## config.mk

```make
export PLATFORM = sky130hd
export DESIGN_NAME = mem_dma_master
export DESIGN_NICKNAME = d
export VERILOG_FILES = /design/src/rtl/mem_bus_pkg.sv /design/src/rtl/mem_dma_master.sv
export SDC_FILE = /design/constraint.sdc
export NUM_CORES = 1
export LEC_CHECK = 0
export CORE_UTILIZATION = 50
export DETAILED_ROUTE_END_ITERATION = 6
export GPL_TIMING_DRIVEN = 0
export PLACE_DENSITY = 0.8
export SYNTH_ARGS = -nofsm -noshare
export SYNTH_HDL_FRONTEND = slang
export SYNTH_SLANG_ARGS = --single-unit
```

## constraint.sdc

```tcl
create_clock -name clk -period 3.22 [get_ports clk]
set_clock_uncertainty 0.05 [all_clocks]
set_input_delay 0.322 -clock clk [delete_from_list [all_inputs] [get_ports clk]]
set_output_delay 0.322 -clock clk [all_outputs]
set_load 0.005 [all_outputs]
```

## src/rtl/mem_bus_pkg.sv

```systemverilog
// mem_bus_pkg: shared definitions for initiators of the data-memory bus.
//   dma_state_t  - DMA master FSM states (also exported on the debug port)
//   WORD_BYTES   - byte stride between consecutive bus words
//   MMIO_*       - memory-mapped peripheral addresses reachable over the bus
package mem_bus_pkg;

    typedef enum logic [2:0] {
        S_IDLE = 3'd0,
        S_REQ  = 3'd1,
        S_RD   = 3'd2,
        S_WR   = 3'd3,
        S_DONE = 3'd4
    } dma_state_t;

    localparam logic [31:0] WORD_BYTES  = 32'd4;

    localparam logic [31:0] MMIO_LED    = 32'h4000000C;
    localparam logic [31:0] MMIO_DIGI   = 32'h40000010;
    localparam logic [3:0]  MMIO_REGION = 4'h4;

endpackage

```

## src/rtl/mem_dma_master.sv

```systemverilog
// mem_dma_master: bus-master DMA engine for the data-memory bus.
// Copies len_words words from src_addr to dst_addr (mode 0) or fills
// len_words words at dst_addr with fill_data (mode 1).
//
// Ports:
//   clk, reset            clock, asynchronous active-low reset
//   start                 one-cycle launch strobe, sampled only in IDLE
//   mode, src_addr, dst_addr, len_words, fill_data
//                         transfer descriptor, latched when start is accepted
//   busy                  high from the cycle after an accepted start until DONE is left
//   done                  one-cycle pulse at every transfer end (error / zero length too)
//   err                   sticky misalignment flag, cleared by the next accepted start
//   bus_req, bus_gnt      arbiter request / grant
//   Address, Write_data,
//   MemRead, MemWrite     bus outputs; Address/Write_data are zero when not strobing
//   Mem_data              combinational read data from memory
//   dbg_state             current FSM state, for observation only
//
// Bus handshake: bus_req is held high from REQ through the last WR. A bus
// cycle happens only in a cycle where the FSM is in RD/WR and bus_gnt is high;
// the strobe, Address and Write_data are valid together in that cycle and the
// transfer completes at the following rising edge. With bus_gnt low the engine
// freezes (no strobe, all counters/buffer held) and resumes when grant returns.
module mem_dma_master
    import mem_bus_pkg::*;
#(
    parameter int LEN_W = 10
) (
    input  logic             clk,
    input  logic             reset,
    input  logic             start,
    input  logic             mode,
    input  logic [31:0]      src_addr,
    input  logic [31:0]      dst_addr,
    input  logic [LEN_W-1:0] len_words,
    input  logic [31:0]      fill_data,
    output logic             busy,
    output logic             done,
    output logic             err,
    output logic             bus_req,
    input  logic             bus_gnt,
    output logic [31:0]      Address,
    output logic [31:0]      Write_data,
    output logic             MemRead,
    output logic             MemWrite,
    input  logic [31:0]      Mem_data,
    output dma_state_t       dbg_state
);

    dma_state_t       state_q, state_d;
    logic             mode_q;
    logic [31:0]      src_q;
    logic [31:0]      dst_q;
    logic [LEN_W-1:0] cnt_q;
    logic [31:0]      fill_q;
    logic [31:0]      buf_q;
    logic             err_q;

    // Alignment is judged on the live inputs so the decision is made in the
    // same edge that accepts the start; the source only matters for copies.
    logic misaligned;
    assign misaligned = ((mode == 1'b0) && (src_addr[1:0] != 2'b00)) ||
                        (dst_addr[1:0] != 2'b00);

    assign err       = err_q;
    assign dbg_state = state_q;

    always_ff @(posedge clk or negedge reset) begin
        if (!reset) begin
            state_q <= S_IDLE;
            mode_q  <= 1'b0;
            src_q   <= '0;
            dst_q   <= '0;
            cnt_q   <= '0;
            fill_q  <= '0;
            buf_q   <= '0;
            err_q   <= 1'b0;
        end else begin
            state_q <= state_d;
            if ((state_q == S_IDLE) && start) begin
                mode_q <= mode;
                src_q  <= src_addr;
                dst_q  <= dst_addr;
                cnt_q  <= len_words;
                fill_q <= fill_data;
                err_q  <= misaligned;
            end
            if ((state_q == S_RD) && bus_gnt) begin
                buf_q <= Mem_data;
                src_q <= src_q + WORD_BYTES;
            end
            if ((state_q == S_WR) && bus_gnt) begin
                dst_q <= dst_q + WORD_BYTES;
                cnt_q <= cnt_q - LEN_W'(1);
            end
        end
    end

    always_comb begin
        state_d    = state_q;
        busy       = (state_q != S_IDLE);
        done       = 1'b0;
        bus_req    = 1'b0;
        MemRead    = 1'b0;
        MemWrite   = 1'b0;
        Address    = '0;
        Write_data = '0;
        case (state_q)
            S_IDLE: begin
                if (start) begin
                    if (misaligned || (len_words == '0)) begin
                        state_d = S_DONE;
                    end else begin
                        state_d = S_REQ;
                    end
                end
            end
            S_REQ: begin
                bus_req = 1'b1;
                if (bus_gnt) begin
                    state_d = mode_q ? S_WR : S_RD;
                end
            end
            S_RD: begin
                bus_req = 1'b1;
                if (bus_gnt) begin
                    MemRead = 1'b1;
                    Address = src_q;
                    state_d = S_WR;
                end
            end
            S_WR: begin
                bus_req = 1'b1;
                if (bus_gnt) begin
                    MemWrite   = 1'b1;
                    Address    = dst_q;
                    Write_data = mode_q ? fill_q : buf_q;
                    // cnt_q still holds the pre-decrement count here.
                    if (cnt_q == LEN_W'(1)) begin
                        state_d = S_DONE;
                    end else begin
                        state_d = mode_q ? S_WR : S_RD;
                    end
                end
            end
            S_DONE: begin
                done    = 1'b1;
                state_d = S_IDLE;
            end
            default: begin
                state_d = S_IDLE;
            end
        endcase
    end

endmodule
```

==> impl_results.md <==
* Reg-to-Reg End: dst_q[23]$_DFFE_PN0P_
* Worst Tran Pin Value at 0.814 ns
* Top_reg_cell synth: dfrtp_1
* Placed cells at 1,363
* Final net count at 1,320
* Clock root buffer: clkbuf_16
* Worst-path maximum fanout at 10
* Non-Filler Instances at 1,398
* HP Class: in2reg
* Count of flip-flops with a built-in enable after synthesis at 0
* Synth top cells by count: nand2_1, dfrtp_1, nor2_1, mux2i_1, o21ai_0
* First-pass GRT wire length at 42,800 um
* Most common cell in the netlist: nand2_1
* Vias at 8,318
* Clock Pin Slew Worst Setup and Hold Paths at 0.06 ns
* Synth top area cells: dfrtp_1, nand2_1, mux2i_1
* Core box area at 15,400 um2
* Slew Limit Fails at 0
* Total die area at 16,500 um2
* Drt pass-1 iters at 6
* Final setup fails at 0
* Std cell rows at 45
* Die X at 128 um
* Yosys warnings at 0
* Initial Utilization at 0.519
* Initial antenna violation count at 1
* Lkg Pwr at 5.03 nW
* Outcome: finished clean
* Via density at 5.95
* Fill cell count at 1,199
* Max-slew headroom at 0.457
* Area Overhead vs Synth at 39.2%
* DRC violations left at 0
* DP HPWL at 19,900 um
* Multi-input logic area at 4050 um2
* Clock Tree Buf Depth at 2
* Crit path kind: reg2out
* Worst r2r src: dbg_state[0]$_DFFE_PN0P_
* Grt ovf at 0
* Vias in the first global route at 8,056
* Share of the synthesized area in the top cell type at 0.449
* Syn_nets at 1,084
* H-tree depth at 4
* Setup crit end: Address[8]
* Worst path arrival time at 2.76 ns
* I/O pins at 216
* CP startpoint kind: flip-flop
* Place WS at -0.0130 ns
* Cell count after synthesis at 937
* Post-layout worst setup margin at 0.0831 ns
* Post-synth top area cell: dfrtp_1
* Hold Vio Cnt, Final at 0
* Unique masters post-synth at 67
* Final WL at 27,600 um
* Min Tclk post-route at 3.14 ns
* Vert. Die Dim at 128 um
* FMAX at 319 MHz
* Layout cells sized above 1 at 0.0793
* Antenna viol nets, final at 0
* Mean area per synthesized cell at 8.51 um2
* FF+latch area at 3580 um2
* Starting DRT DRC Count at 1,004
* R2R setup slack at 0.88 ns
* Ys async rst share at 1.00
* Largest net degree at the start of global routing at 83
* Pwr Density at 843 nW/um2
* Max VDD drop at 0.000561 V
* GRT Total Usage at 0.345
* Worst-Skew Late Latency at 0.42 ns
* Worst setup path startpoint: dbg_state[0]$_DFFE_PN0P_
* Period utilization at 0.974
* Cell Area, Synth at 7970 um2
* Port Buffers at 214
* Tot Pwr at 9.36 mW
* R2R depth at 8
* Routed length per instance at 19.8 um
* TritonCTS clock tree: yes
* CP endpoint kind: output port
* CP Data Required Time at 2.85 ns
* Maxcap violations at 0
* Sequential share of the synthesized area at 0.449
* Seq cells post-synth at 143
* CTS Buf Count at 17
* CTS sink cnt at 143
* Gpl congestion at 0.960
state kept, by name (all words and copies together), names as in the netlist:
signal	flops
err	1
buf_q	32
dst_q	32
mode_q	1
dbg_state	3
cnt_q	10
fill_q	32
src_q	32
per-layer routing:
layer / wire length, um / up-vias / GRT usage / part of all wire
met1: 10900 / 3972 / 0.439 / 0.39
met4: 1040 / 0 / 0.161 / 0.038
met3: 3020 / 79 / 0.102 / 0.11
met2: 12700 / 485 / 0.541 / 0.46
li1: - / 3782 / - / -
met5: 0 / - / 0 / 0
cell families (layout without fill, tap and decap cells):
group | count (synthesis) | in the layout | synth area share
AO/OA/AOI/OAI | 171 | 171 | 0.153
XOR/XNOR | 5 | 5 | 0.00549
adder cells (fa/ha/maj) | 4 | 4 | 0.00628
buffers and inverters | 79 | 328 | 0.0452
flip-flops | 143 | 143 | 0.449
multiplexers | 42 | 42 | 0.0527
other | 0 | 1 | 0
AND/OR/NAND/NOR | 493 | 493 | 0.288
worst min-delay path by stage:
stage	cells after the start	start	endpoint	slack, ns
2_1_floorplan	0	reset	buf_q[0]$_DFFE_PN0P_	-0.02
3_3_place_gp	2	buf_q[16]$_DFFE_PN0P_	buf_q[16]$_DFFE_PN0P_	0.41
3_5_place_dp	1	reset	fill_q[15]$_DFFE_PN0P_	0.37
4_1_cts	3	bus_gnt	dbg_state[2]$_DFFE_PN0P_	0.31
5_1_grt	3	bus_gnt	dbg_state[2]$_DFFE_PN0P_	0.37
6_report	3	bus_gnt	dbg_state[2]$_DFFE_PN0P_	0.35
cell type report:
type / count / area share
buffer: 64 / 0.0310
timing repair buffer: 217 / 0.197
inverter: 15 / 0.00507
tap: 211 / 0.0238
sequential: 143 / 0.323
clock inverter: 11 / 0.0139
multi-input combinational: 715 / 0.365
clock buffer: 21 / 0.0415
antenna: 1 / 0.000226
placed cells by master, fill, tap and decap left out, drive strengths merged, types with 5 or more instances in the layout:
cell           instances
a22o                  21
inv                   18
nor4                   8
a31oi                 11
a221o                  9
and3                  11
nor3                  11
a22oi                 12
dfrtp                143
clkdlybuf4s50        213
and4                  11
and2                  10
o211ai                17
clkbuf                48
mux2i                 42
a21oi                 18
nand4                 28
o311ai                11
buf                   40
nand2                295
o21ai                 42
nand3                 37
nor2                  63
nand2b                 5
critical path, cell delays in order, from the launching register on:
cell,delay [ns]
dfrtp_1,0.40
clkbuf_4,0.20
nor2_1,0.18
nand3_2,0.20
inv_2,0.15
buf_4,0.21
buf_2,0.27
a22o_1,0.21
clkdlybuf4s50_1,0.52
repair_timing:
| action | 4_1_cts | 5_1_grt |
|---|---|---|
| hold buffers | 1 | 0 |
| endpoints found under the setup margin | 41 | 43 |
| pin swaps | 0 | 0 |
| gates resized for setup | 13 | 10 |
| hold endpoints to repair | 81 | 0 |
| buffers inserted | 0 | 1 |
through the flow:
step	instance area (um2)	setup TNS, ns	hold WS [ns]	utilization
detailed placement	10400	-0.0130	0.374	0.677
global route	11100	-0.0153	0.372	0.722
CTS	11100	0	0.313	0.720
floorplan	7970	0	-0.0236	-
global placement	10400	-573.95	0.407	0.675
finish	11100	0	0.347	0.722
report_power, final:
group          internal (mW)  switching, mW
combinational           1.73           2.13
sequential              2.63          0.792
clock                   1.27          0.803
total                   5.63           3.73
Power figures use the tool's default switching activity.
